`config.mk`:
```
export PLATFORM = sky130hd
export DESIGN_NAME = amstrad_ram_sched_flat
export DESIGN_NICKNAME = d
export VERILOG_FILES = /design/src/rtl/amstrad_pkg.sv /design/src/rtl/amstrad_ram_sched_if.sv /design/src/rtl/amstrad_cpu_sync.sv /design/src/rtl/amstrad_ram_sched.sv /design/src/flat_wrapper.sv
export SDC_FILE = /design/constraint.sdc
export NUM_CORES = 1
export LEC_CHECK = 0
export BUFFER_PORTS_ARGS = -buffer_cell sky130_fd_sc_hd__buf_2
export CAP_MARGIN = 10
export CELL_PAD_IN_SITES_DETAIL_PLACEMENT = 1
export CELL_PAD_IN_SITES_GLOBAL_PLACEMENT = 2
export CORE_UTILIZATION = 23
export DETAILED_ROUTE_END_ITERATION = 10
export MAX_ROUTING_LAYER = met4
export PLACE_DENSITY_LB_ADDON = 0.1
export SLEW_MARGIN = 20
export SYNTH_ARGS = -nofsm -noshare
export SYNTH_HDL_FRONTEND = slang
export SYNTH_SLANG_ARGS = --single-unit
```
`constraint.sdc`:
```
create_clock -name CLK -period 1.97 [get_ports CLK]
set_input_delay 0.0985 -clock CLK [delete_from_list [all_inputs] [get_ports CLK]]
set_output_delay 0.0985 -clock CLK [all_outputs]
set_load 0.03 [all_outputs]
```
`src/rtl/amstrad_pkg.sv`:
```
// Shared types and constants for the CPC shared-RAM slot scheduler.
package amstrad_pkg;

  typedef enum logic [1:0] {
    ST_IDLE  = 2'd0,
    ST_SYNC  = 2'd1,
    ST_GRANT = 2'd2,
    ST_DONE  = 2'd3
  } sync_state_e;

  localparam logic [1:0] SLOT_VID0 = 2'd0;
  localparam logic [1:0] SLOT_VID1 = 2'd1;
  localparam logic [1:0] SLOT_CPU  = 2'd2;
  localparam logic [1:0] SLOT_DONE = 2'd3;

  localparam logic [1:0] GA_IO_SEL = 2'b01;

  // RAM words hold the even byte low and the odd byte high.
  function automatic logic [7:0] sel_byte(input logic odd, input logic [15:0] word);
    return odd ? word[15:8] : word[7:0];
  endfunction

endpackage

```
`src/rtl/amstrad_ram_sched_if.sv`:
```
// Bus bundle between the scheduler and its surroundings (CPU, CRTC, RAM, GA).
interface amstrad_ram_sched_if;
  logic        CE_4;
  logic [1:0]  phase;
  logic [13:0] crtc_ma;
  logic [4:0]  crtc_ra;
  logic [15:0] cpu_a;
  logic [7:0]  cpu_dout;
  logic        cpu_mreq;
  logic        cpu_iorq;
  logic        cpu_rd;
  logic        cpu_wr;
  logic        cpu_m1;
  logic        cpu_wait;
  logic [7:0]  cpu_din;
  logic [14:0] ram_a;
  logic [7:0]  ram_d;
  logic [1:0]  ram_be;
  logic        ram_we;
  logic [15:0] ram_q;
  logic [15:0] vram_D;
  logic        ga_we;
  logic [7:0]  ga_d;
  logic        INTack;

  modport slave (
    input  CE_4, crtc_ma, crtc_ra, cpu_a, cpu_dout,
           cpu_mreq, cpu_iorq, cpu_rd, cpu_wr, cpu_m1, ram_q,
    output phase, cpu_wait, cpu_din, ram_a, ram_d, ram_be, ram_we,
           vram_D, ga_we, ga_d, INTack
  );

  modport master (
    output CE_4, crtc_ma, crtc_ra, cpu_a, cpu_dout,
           cpu_mreq, cpu_iorq, cpu_rd, cpu_wr, cpu_m1, ram_q,
    input  phase, cpu_wait, cpu_din, ram_a, ram_d, ram_be, ram_we,
           vram_D, ga_we, ga_d, INTack
  );
endinterface

```
`src/rtl/amstrad_cpu_sync.sv`:
```
// Aligns each Z80 bus cycle to the CPU slot: holds WAIT, issues the write /
// GA-write / INTack pulse after the slot-2 tick and latches read data on slot 3.
module amstrad_cpu_sync
  import amstrad_pkg::*;
(
  input  logic        clk,
  input  logic        rst,
  input  logic        ce_4,
  input  logic [1:0]  phase,
  input  logic [1:0]  io_sel,
  input  logic        a0,
  input  logic [7:0]  cpu_dout,
  input  logic        cpu_mreq,
  input  logic        cpu_iorq,
  input  logic        cpu_rd,
  input  logic        cpu_wr,
  input  logic        cpu_m1,
  input  logic [15:0] ram_q,
  output logic        cpu_wait,
  output logic [7:0]  cpu_din,
  output logic        ram_we,
  output logic [1:0]  ram_be,
  output logic [7:0]  ram_d,
  output logic        ga_we,
  output logic [7:0]  ga_d,
  output logic        int_ack
);

  sync_state_e state_q, state_d;
  logic        ram_we_q, ram_we_d;
  logic [1:0]  ram_be_q, ram_be_d;
  logic [7:0]  ram_d_q, ram_d_d;
  logic        ga_we_q, ga_we_d;
  logic [7:0]  ga_d_q, ga_d_d;
  logic        int_ack_q, int_ack_d;
  logic [7:0]  cpu_din_q, cpu_din_d;

  logic req, mem_wr, mem_rd, io_wr, io_rd, ack;

  always_comb begin
    ack    = cpu_m1 & cpu_iorq;
    req    = ((cpu_mreq | cpu_iorq) & (cpu_rd | cpu_wr)) | ack;
    mem_wr = cpu_mreq & cpu_wr;
    mem_rd = cpu_mreq & cpu_rd;
    io_wr  = cpu_iorq & cpu_wr & ~cpu_m1 & (io_sel == GA_IO_SEL);
    io_rd  = cpu_iorq & cpu_rd;

    state_d   = state_q;
    ram_we_d  = 1'b0;
    ga_we_d   = 1'b0;
    int_ack_d = 1'b0;
    ram_be_d  = ram_be_q;
    ram_d_d   = ram_d_q;
    ga_d_d    = ga_d_q;
    cpu_din_d = cpu_din_q;

    case (state_q)
      ST_IDLE: if (req) state_d = ST_SYNC;
      ST_SYNC: begin
        if (!req) begin
          state_d = ST_IDLE;
        end else if (ce_4 && phase == SLOT_CPU) begin
          // Pulses land while phase==3, when ram_a already shows the CPU word.
          state_d   = ST_GRANT;
          ram_we_d  = mem_wr;
          ga_we_d   = io_wr;
          int_ack_d = ack;
          if (mem_wr) begin
            ram_be_d = a0 ? 2'b10 : 2'b01;
            ram_d_d  = cpu_dout;
          end
          if (io_wr) ga_d_d = cpu_dout;
        end
      end
      ST_GRANT: begin
        if (!req) begin
          state_d = ST_IDLE;
        end else if (ce_4 && phase == SLOT_DONE) begin
          state_d = ST_DONE;
          if (mem_rd)             cpu_din_d = sel_byte(a0, ram_q);
          else if (io_rd || ack)  cpu_din_d = 8'hFF;
        end
      end
      ST_DONE: if (!req) state_d = ST_IDLE;
      default: state_d = ST_IDLE;
    endcase
  end

  always_ff @(posedge clk) begin
    if (rst) begin
      state_q   <= ST_IDLE;
      ram_we_q  <= 1'b0;
      ram_be_q  <= 2'b00;
      ram_d_q   <= 8'h00;
      ga_we_q   <= 1'b0;
      ga_d_q    <= 8'h00;
      int_ack_q <= 1'b0;
      cpu_din_q <= 8'hFF;
    end else begin
      state_q   <= state_d;
      ram_we_q  <= ram_we_d;
      ram_be_q  <= ram_be_d;
      ram_d_q   <= ram_d_d;
      ga_we_q   <= ga_we_d;
      ga_d_q    <= ga_d_d;
      int_ack_q <= int_ack_d;
      cpu_din_q <= cpu_din_d;
    end
  end

  assign cpu_wait = req & (state_q != ST_DONE) & ~rst;
  assign cpu_din  = cpu_din_q;
  assign ram_we   = ram_we_q;
  assign ram_be   = ram_be_q;
  assign ram_d    = ram_d_q;
  assign ga_we    = ga_we_q;
  assign ga_d     = ga_d_q;
  assign int_ack  = int_ack_q;

endmodule

```
`src/rtl/amstrad_ram_sched.sv`:
```
// Shared-RAM scheduler: four CE_4 slots per microsecond, two video and two CPU.
// Owns the slot counter, RAM address mux and video word latch.
module amstrad_ram_sched
  import amstrad_pkg::*;
(
  input logic                 CLK,
  input logic                 RESET,
  amstrad_ram_sched_if.slave  bus
);

  logic [1:0]  phase_q, phase_d;
  logic [15:0] vram_q, vram_d;
  logic [14:0] ram_a_mux;
  logic        unused_bits;

  always_comb begin
    phase_d = phase_q;
    vram_d  = vram_q;
    if (bus.CE_4) begin
      phase_d = phase_q + 2'd1;
      if (phase_q == SLOT_VID1) vram_d = bus.ram_q;
    end
  end

  always_ff @(posedge CLK) begin
    if (RESET) begin
      phase_q <= SLOT_VID0;
      vram_q  <= 16'h0000;
    end else begin
      phase_q <= phase_d;
      vram_q  <= vram_d;
    end
  end

  // Video slots address the CRTC screen word; CPU slots address the Z80 word.
  always_comb begin
    if (phase_q == SLOT_VID0 || phase_q == SLOT_VID1)
      ram_a_mux = {bus.crtc_ma[13:12], bus.crtc_ra[2:0], bus.crtc_ma[9:0]};
    else
      ram_a_mux = bus.cpu_a[15:1];
  end

  assign unused_bits = ^{bus.crtc_ma[11:10], bus.crtc_ra[4:3]};

  assign bus.phase  = phase_q;
  assign bus.vram_D = vram_q;
  assign bus.ram_a  = ram_a_mux;

  amstrad_cpu_sync u_cpu_sync (
    .clk      (CLK),
    .rst      (RESET),
    .ce_4     (bus.CE_4),
    .phase    (phase_q),
    .io_sel   (bus.cpu_a[15:14]),
    .a0       (bus.cpu_a[0]),
    .cpu_dout (bus.cpu_dout),
    .cpu_mreq (bus.cpu_mreq),
    .cpu_iorq (bus.cpu_iorq),
    .cpu_rd   (bus.cpu_rd),
    .cpu_wr   (bus.cpu_wr),
    .cpu_m1   (bus.cpu_m1),
    .ram_q    (bus.ram_q),
    .cpu_wait (bus.cpu_wait),
    .cpu_din  (bus.cpu_din),
    .ram_we   (bus.ram_we),
    .ram_be   (bus.ram_be),
    .ram_d    (bus.ram_d),
    .ga_we    (bus.ga_we),
    .ga_d     (bus.ga_d),
    .int_ack  (bus.INTack)
  );

endmodule

```
`src/flat_wrapper.sv`:
```
// flat-port wrapper written by rule: the top's interface ports become plain ports
module amstrad_ram_sched_flat import amstrad_pkg::*;
  (CLK, RESET, bus_CE_4, bus_crtc_ma, bus_crtc_ra, bus_cpu_a, bus_cpu_dout, bus_cpu_mreq, bus_cpu_iorq, bus_cpu_rd, bus_cpu_wr, bus_cpu_m1, bus_ram_q, bus_phase, bus_cpu_wait, bus_cpu_din, bus_ram_a, bus_ram_d, bus_ram_be, bus_ram_we, bus_vram_D, bus_ga_we, bus_ga_d, bus_INTack);
  amstrad_ram_sched_if bus_i ();
  input logic CLK;
  input logic RESET;
  input wire logic [$bits(bus_i.CE_4)-1:0] bus_CE_4;
  input wire logic [$bits(bus_i.crtc_ma)-1:0] bus_crtc_ma;
  input wire logic [$bits(bus_i.crtc_ra)-1:0] bus_crtc_ra;
  input wire logic [$bits(bus_i.cpu_a)-1:0] bus_cpu_a;
  input wire logic [$bits(bus_i.cpu_dout)-1:0] bus_cpu_dout;
  input wire logic [$bits(bus_i.cpu_mreq)-1:0] bus_cpu_mreq;
  input wire logic [$bits(bus_i.cpu_iorq)-1:0] bus_cpu_iorq;
  input wire logic [$bits(bus_i.cpu_rd)-1:0] bus_cpu_rd;
  input wire logic [$bits(bus_i.cpu_wr)-1:0] bus_cpu_wr;
  input wire logic [$bits(bus_i.cpu_m1)-1:0] bus_cpu_m1;
  input wire logic [$bits(bus_i.ram_q)-1:0] bus_ram_q;
  output wire logic [$bits(bus_i.phase)-1:0] bus_phase;
  output wire logic [$bits(bus_i.cpu_wait)-1:0] bus_cpu_wait;
  output wire logic [$bits(bus_i.cpu_din)-1:0] bus_cpu_din;
  output wire logic [$bits(bus_i.ram_a)-1:0] bus_ram_a;
  output wire logic [$bits(bus_i.ram_d)-1:0] bus_ram_d;
  output wire logic [$bits(bus_i.ram_be)-1:0] bus_ram_be;
  output wire logic [$bits(bus_i.ram_we)-1:0] bus_ram_we;
  output wire logic [$bits(bus_i.vram_D)-1:0] bus_vram_D;
  output wire logic [$bits(bus_i.ga_we)-1:0] bus_ga_we;
  output wire logic [$bits(bus_i.ga_d)-1:0] bus_ga_d;
  output wire logic [$bits(bus_i.INTack)-1:0] bus_INTack;
  assign bus_i.CE_4 = bus_CE_4;
  assign bus_i.crtc_ma = bus_crtc_ma;
  assign bus_i.crtc_ra = bus_crtc_ra;
  assign bus_i.cpu_a = bus_cpu_a;
  assign bus_i.cpu_dout = bus_cpu_dout;
  assign bus_i.cpu_mreq = bus_cpu_mreq;
  assign bus_i.cpu_iorq = bus_cpu_iorq;
  assign bus_i.cpu_rd = bus_cpu_rd;
  assign bus_i.cpu_wr = bus_cpu_wr;
  assign bus_i.cpu_m1 = bus_cpu_m1;
  assign bus_i.ram_q = bus_ram_q;
  assign bus_phase = bus_i.phase;
  assign bus_cpu_wait = bus_i.cpu_wait;
  assign bus_cpu_din = bus_i.cpu_din;
  assign bus_ram_a = bus_i.ram_a;
  assign bus_ram_d = bus_i.ram_d;
  assign bus_ram_be = bus_i.ram_be;
  assign bus_ram_we = bus_i.ram_we;
  assign bus_vram_D = bus_i.vram_D;
  assign bus_ga_we = bus_i.ga_we;
  assign bus_ga_d = bus_i.ga_d;
  assign bus_INTack = bus_i.INTack;
  amstrad_ram_sched u_core (.CLK(CLK), .RESET(RESET), .bus(bus_i));
endmodule
```
# Word level (Yosys, flattened, before mapping)
# Index checks and enable logic that the tools add are counted.
[op_classes] n_addsub=1 bitwise=18 n_reduce_logical=13 n_eq_ne=12 mux=12
[ops] cell="$mux 8" count=3
[ops] cell="$reduce_and 4->1" count=4
[ops] cell="$mux 15" count=1
[ops] cell="$mux 2" count=7
[ops] cell="$and 1x1->1" count=10
[ops] cell="$eq 2x2->1 const B" count=4
[ops] cell="$pmux 2 s4" count=1
[ops] cell="$eq 2x1->1 const B" count=3
[ops] cell="$ne 2x2->1 const B" count=3
[ops] cell="$ne 3x3->1 const B" count=2
[ops] cell="$not 1->1" count=5
[ops] cell="$logic_not 2->1" count=2
[ops] cell="$reduce_or 4->1" count=1
[ops] cell="$or 1x1->1" count=3
[ops] cell="$add 2x1->2 const B" count=1
[ops] cell="$logic_and 1x1->1" count=2
[ops] cell="$logic_or 1x1->1" count=2
[ops] cell="$reduce_and 2->1" count=1
[ops] cell="$reduce_bool 2->1" count=1
[totals] out_inout_bits=63 elab_cells=66 regBits=49

# Longest topological paths before layout
# Gate-level depths: netlist of the first run.
[depth] ltp_word=5 depth_mapped=7

# By module
# A second synthesis of the first run with hierarchy kept.
[hier_totals] hier_cells=241 area_unflattened_um2=2502.4
[by_module_without_submodules] mod="amstrad_cpu_sync" n_inst=1 area_per_inst_um2=1395.1 cells_each=140
[by_module_without_submodules] mod="amstrad_ram_sched" n_inst=1 area_per_inst_um2=1107.3 cells_each=101

# Worst setup path after synthesis of the first run
# OpenSTA, ideal clock, no wires.
[synth_timing] path_type="reg2out" startpoint="reg u_core.phase_q[1] (netlist: u_core.bus.phase[1])" endpoint="out bus_ram_a[10]" path_buffers=1 stages_incl_launch_ff=6 required_ns=1.871 path_slack_ns=0.071 arrival_ns=1.801 cell_sequence="dfxtp_1 inv_1 ha_1 nor2_1 buf_2 mux2_2"
[synth_between] elab_chain_cells=3 elab_cells_between_ends=4 classes_between="1 x eq/ne; 1 x mux; 2 x reduce/logical"
[synth_lines] element="from (decl)" line_no="amstrad_ram_sched.sv:11" source="logic [1:0] phase_q, phase_d;"
[synth_lines] element="from (signal assigned)" line_no="amstrad_ram_sched.sv:30" source="phase_q <= phase_d;"
[synth_lines] element="$eq 2x1->1 / $logic_not 2->1 (equally long branches)" line_no="amstrad_ram_sched.sv:37" source="if (phase_q == SLOT_VID0 || phase_q == SLOT_VID1)"
[synth_lines] element="$logic_or 1x1->1 *" line_no="amstrad_ram_sched.sv:37"
[synth_lines] element="$mux 15 *" line_no="amstrad_ram_sched.sv:37"
[synth_lines] element="to (decl)" line_no="flat_wrapper.sv:21" source="output wire logic [$bits(bus_i.ram_a)-1:0] bus_ram_a;"
# Mark *: on every way between the ends. The rest lies on a longest branch, timed or not.

# Worst setup path in the final report of the first run
[layout_timing] startpoint="reg u_core.phase_q[1] (netlist: u_core.bus.phase[1])" endpoint="out bus_ram_a[5]"
# The elaborated chain is that of the path after synthesis.

==> results of run 1 <==
## sequential cells by signal (all words and copies together), names as in the netlist
signal and count:
u_core.bus.vram_D 16, u_core.u_cpu_sync.ga_d 8, u_core.u_cpu_sync.ram_be 2, u_core.u_cpu_sync.ram_d 8
u_core.u_cpu_sync.int_ack 1, u_core.bus.phase 2, u_core.u_cpu_sync.state_q 2, u_core.u_cpu_sync.ram_we 1
u_core.u_cpu_sync.ga_we 1, u_core.u_cpu_sync.cpu_din 8
## through the flow
stage	setup slack (ns)	util	hold slack, ns
floorplan	0.0708	-	0.235
global placement	0.230	0.321	0.355
detailed placement	0.143	0.321	0.361
CTS	0.0107	0.333	0.0249
global route	0.000622	0.337	0.0388
finish	0.107	0.337	0.0337
## power by group through the flow
stage,clock network (W),registers (W),logic (W)
after global routing,0.000811,0.00103,0.000511
after global placement,0,0.00105,0.000453
after floorplan,0,0.00109,0.000252
after CTS,0.000783,0.00103,0.000456
after detailed placement,0,0.00105,0.000455
final,0.000743,0.00103,0.000470
## area by class of cell
type	instances	area [um2]	share of cell area
clock buffers	5	68.8	0.0219
clock inverters	3	46.3	0.0147
inverters	3	11.3	0.00358
multi-input cells	184	1170	0.374
flip-flops and latches	49	988	0.314
well taps	129	161	0.0513
repair buffers	133	693	0.220
## synthesized netlist by cell type (all sizes together), types with 2 or more instances
master  instances  share of area
dfxtp          49           0.44
nand2          36          0.061
a21oi          29          0.065
mux2i          17          0.076
nand2b         17          0.048
mux2           15          0.076
nor2           13          0.022
clkbuf         12          0.020
o21ai          11          0.025
nand3           9          0.020
a211oi          8          0.027
nor2b           8          0.022
buf             5          0.013
ha              4          0.022
nor3            4          0.014
inv             3         0.0050
and2            2         0.0056
## worst paths after layout
path	startpoint	endpoint	slack [ns]	cells after the start
hold reg to reg	u_core.bus.vram_D[8]	u_core.bus.vram_D[8]	0.45	2
setup reg to reg	u_core.bus.phase[0]	u_core.u_cpu_sync.ga_d[2]	0.23	6
setup / recovery	u_core.bus.phase[1]	bus_ram_a[5]	0.11	6
hold / removal	bus_ram_q[12]	u_core.bus.vram_D[12]	0.03	3
## worst min-delay path, stage by stage
cell,delay [ns]
buf_2,0.11
nand2_1,0.05
a21oi_1,0.05
## kinds of logic (layout without fill, tap and decap cells)
family | count (synthesis) | count (layout) | synth area share
buffers and inverters | 20 | 144 | 0.0381
flip-flops | 49 | 49 | 0.439
XOR/XNOR | 1 | 1 | 0.00392
adder cells (fa/ha/maj) | 4 | 4 | 0.0224
AO/OA/AOI/OAI | 51 | 51 | 0.126
multiplexers | 32 | 32 | 0.152
AND/OR/NAND/NOR | 96 | 96 | 0.218
## routing by layer
metal | global-route usage | vias to the layer above | wire length, um
met5 | - | - | 0
met4 | 0.0334 | 0 | 57
met3 | 0.0270 | 5 | 417
met2 | 0.227 | 87 | 3120
met1 | 0.171 | 1027 | 3270
li1 | - | 1106 | -
## timing repair
| action | CTS | global route |
|---|---|---|
| setup endpoints to repair | 13 | 13 |
| cloned | 0 | 1 |
| buffers inserted | 0 | 1 |
| pin swaps | 0 | 1 |
| resized for setup | 2 | 8 |
| hold endpoints to repair | 0 | 0 |
==> flow_metrics.py, run 1 <==
metrics = {
    "sta": {
        "rsz0062_at_grt": "false",
        "finalSetupViolCount": 0,
        "period_needed_ns": 1.86,
        "hold_viol": 0,
        "relSlewSlack": 0.587,
        "worst_slew_pin_slew_ns": 0.619,
        "tns_ns": 0,
        "maxSlewViolCount": 0,
        "finalClockSkew_ns": 0.00894,
        "max_clock_freq_mhz": 537,
        "post-route-period-util": 0.946,
    },
    "floorplanning": {
        "die_w_um": 101,
        "num_rows": 35,
        "die_area_um2": 10100,
        "io_pins": 130,
        "start_util": 0.239,
        "core-area_um2": 9330,
        "fp.dieH_um": 101,
    },
    "cts": {
        "clk_path_buf_depth": 2,
        "root_buffer": "clkbuf_8",
        "path_clk_slew_ns": 0.10,
        "cts_buffers": 5,
        "cts_max_level": 2,
        "clk_latency_ns": 0.30,
        "ctsHoldBuffers": 0,
        "clock_sinks": 49,
        "cts_tree": "yes",
    },
    "place": {
        "io_buffers": 125,
        "gp_congestion": 0.688,
        "placed_cell_area_um2": 2990,
        "dpl.hpwl_mm": 5.09,
        "place_inst": 496,
    },
    "synthesis": {
        "ys_seq_area_frac": 0.439,
        "syn-instance-count": 253,
        "synth_area_um2": 2230,
        "synth.ff_latch_count": 49,
        "yosysUniqueCellTypes": 31,
        "synth-edff-count": 0,
        "ys.flop_type": "dfxtp_1",
        "synth_nets": 324,
        "synth.avg_cell_area_um2": 8.83,
        "ys_warn_count": 0,
        "synthArstFlopShare": 0,
    },
    "worst_setup_path": {
        "path_class": "reg -> out",
        "worstPathMaxFanout": 7,
        "start_kind": "flop",
        "cp_top_family": "flip-flops",
        "cp.required_ns": 1.87,
        "cp.arrival_ns": 1.76,
        "cp_slowest_stage_delay_ns": 0.40,
        "worst-path-buf-inv": 3,
        "path_cells": "inv_1, ha_1, nor2_4, buf_6, mux2_2, buf_2",
        "crit_path_top_delay_cell": "dfxtp_4",
        "worstSetupEndpointType": "primary output",
    },
    "cells_and_area": {
        "most-common-layout-cells": "buf_2, dfxtp_1, nand2_1",
        "fill_cells": 1140,
        "nNetsFinal": 447,
        "design_area_um2": 3140,
        "drive_gt1_frac": 0.424,
        "stdcell_count": 506,
        "area_growth_pct": 40.8,
        "diodes": 0,
        "final_common_cell": "buf_2",
    },
    "power": {
        "power_frac_comb": 0.210,
        "power_density_nw_per_um2": 712,
        "pwr-share-clk": 0.332,
        "switching_share": 0.295,
        "p_seq_frac": 0.459,
        "internal_power_w": 0.00158,
        "p_sw_w": 0.000661,
        "p_leak_nw": 1.41,
        "ir_drop_uv": 346,
        "finalPower_w": 0.00224,
    },
    "routing": {
        "drc": 0,
        "drt-total-wl_mm": 6.86,
        "detail_route.iter0.violations": 17,
        "vias_per_cell": 4.40,
        "avgRoutedWirePerCell_um": 13.6,
        "via_count": 2225,
        "final_antenna_net_count": 0,
        "first_pass_iters": 4,
    },
    "global_routing": {
        "grtUsageTotal": 0.137,
        "grt_max_degree": 57,
        "antenna_found_initial": 0,
        "grt_pass1_vias": 2195,
        "grt_pass1_wl_mm": 10.6,
        "gr-total-overflow": 0,
    },
    "run": {
        "maxCapViolCount": 0,
    },
    "min_path": {
        "hp-class": "in -> reg",
    },
    "outcome": {
        "status": "finished, final reports clean",
    },
}
Note: power is estimated with default switching activity, not from simulation.
==> run 2: changes to the inputs <==
Settings changed: CORE_ASPECT_RATIO set to 0.75.
==> run 2 against run 1 <==
Non-clock buffer count unchanged. Combinational power shrank 1%. Total power is 4.4% higher. Critical path type unchanged.
==> flow_metrics.py, run 2 (synthesis gave the netlist of run 1 again) <==
metrics = {
    "floorplanning": {
        "start_util": 0.242,
        "die_w_um": 116,
        "num_rows": 30,
        "die_area_um2": 10100,
        "fp.dieH_um": 87.3,
        "io_pins": 130,
        "core-area_um2": 9230,
    },
    "sta": {
        "relSlewSlack": 0.590,
        "finalClockSkew_ns": 0.00446,
        "finalSetupViolCount": 0,
        "maxSlewViolCount": 0,
        "max_clock_freq_mhz": 527,
        "tns_ns": 0,
        "worst_slew_pin_slew_ns": 0.614,
        "post-route-period-util": 0.962,
        "hold_viol": 0,
        "fin_ws_ns": 0.0739,
        "period_needed_ns": 1.90,
    },
    "power": {
        "finalPower_w": 0.00234,
        "power_density_nw_per_um2": 741,
        "ir_drop_uv": 272,
        "p_leak_nw": 1.42,
    },
    "cells_and_area": {
        "diodes": 0,
        "largest_reg_flops": 16,
        "most-common-layout-cells": "buf_2, dfxtp_1, nand2_1",
        "drive_gt1_frac": 0.422,
        "multi_input_area_um2": 1170,
        "final_common_cell": "buf_2",
        "area_growth_pct": 41.4,
        "fill_cells": 1153,
        "seqCellArea_um2": 988,
        "nNetsFinal": 447,
        "stdcell_count": 505,
        "design_area_um2": 3160,
    },
    "cts": {
        "clk_path_buf_depth": 2,
        "cts_max_level": 2,
        "path_clk_slew_ns": 0.07,
        "clock_sinks": 49,
        "root_buffer": "clkbuf_16",
        "ctsHoldBuffers": 0,
        "cts_tree": "yes",
        "cts_buffers": 5,
        "cts_setup_buffers": 0,
        "clk_latency_ns": 0.29,
    },
    "global_routing": {
        "grt_pass1_wl_mm": 11.2,
        "grt_pass1_vias": 2231,
        "grtUsageTotal": 0.149,
        "gr-total-overflow": 0,
        "grt_max_degree": 57,
        "antenna_found_initial": 0,
    },
    "place": {
        "placed_cell_area_um2": 3000,
        "dpl.hpwl_mm": 5.42,
        "io_buffers": 125,
        "gp_congestion": 0.688,
        "dp_slack_ns": 0.168,
        "place_inst": 496,
    },
    "run": {
        "maxCapViolCount": 0,
    },
    "worst_setup_path": {
        "cp-startpoint": "u_core.bus.phase[0]",
        "start_kind": "flop",
        "cp.required_ns": 1.87,
        "worstPathMaxFanout": 6,
        "r2r_start": "u_core.bus.phase[0]",
        "path_class": "reg -> out",
        "cp.arrival_ns": 1.80,
        "worstSetupEndpointType": "primary output",
    },
    "outcome": {
        "status": "finished, final reports clean",
    },
    "routing": {
        "avgRoutedWirePerCell_um": 14.3,
        "drc": 0,
        "via_count": 2244,
        "drt-total-wl_mm": 7.22,
        "detail_route.iter0.violations": 74,
        "final_antenna_net_count": 0,
        "vias_per_cell": 4.44,
        "first_pass_iters": 4,
    },
    "min_path": {
        "hp-class": "in -> reg",
        "worst_hold_startpoint": "bus_ram_q[7]",
    },
}
-- run 2: changes by cell type in the layout (fill, tap and decap cells not counted), sizes merged --
cell and delta:
clkinv +1, bufinv -1, clkinvlp -1, clkbuf +1
-- run 2: where the power goes --
group / internal [W] / total (W) / switching, W / leakage [nW]
clock: 0.000468 / 0.000846 / 0.000378 / 0.0706
sequential: 0.00101 / 0.00103 / 0.0000177 / 0.398
combinational: 0.000180 / 0.000464 / 0.000284 / 0.955
total: 0.00166 / 0.00234 / 0.000679 / 1.42
-- run 2: worst max-delay path, cell delays in order (launching register included) --
cell and delay, ns:
dfxtp_4 0.38, inv_1 0.07, ha_1 0.21, nor2_2 0.17, buf_4 0.18, mux2_2 0.33, buf_2 0.18
-- run 2: final cells by class --
cell class,instances,share of cell area
Clock inverter,2,0.00317
Multi-Input combinational cell,184,0.370
Clock buffer,6,0.0408
Timing Repair Buffer,133,0.218
Inverter,3,0.00357
Tap cell,128,0.0507
Sequential cell,49,0.313
-- run 2: per-stage QoR --
stage / hold slack (ns) / utilization
5_1_grt: 0.0612 / 0.342
3_5_place_dp: 0.361 / 0.325
4_1_cts: 0.0536 / 0.340
6_report: 0.0585 / 0.342
2_1_floorplan: 0.235 / -
3_3_place_gp: 0.359 / 0.325
-- run 2: worst paths after layout --
kind	to	depth (start not counted)	slack (ns)
worst max register to register	u_core.u_cpu_sync.ga_d[3]	6	0.27
worst max-delay path	bus_ram_a[7]	6	0.07
worst min register to register	u_core.bus.vram_D[14]	2	0.45
worst min-delay path	u_core.bus.vram_D[7]	3	0.06
-- run 2: repair_timing --
action,CTS,global route
hold endpoints to repair,0,0
cloned,0,1
gates resized for setup,2,6
setup endpoints to repair,13,13
pin swaps,0,1
-- run 2: metal layers --
layer,track usage,up-vias,routed length (um)
met5,-,-,0
met4,0.0350,0,52
met3,0.0362,5,497
met2,0.222,91,3140
met1,0.202,1032,3530
li1,-,1116,-
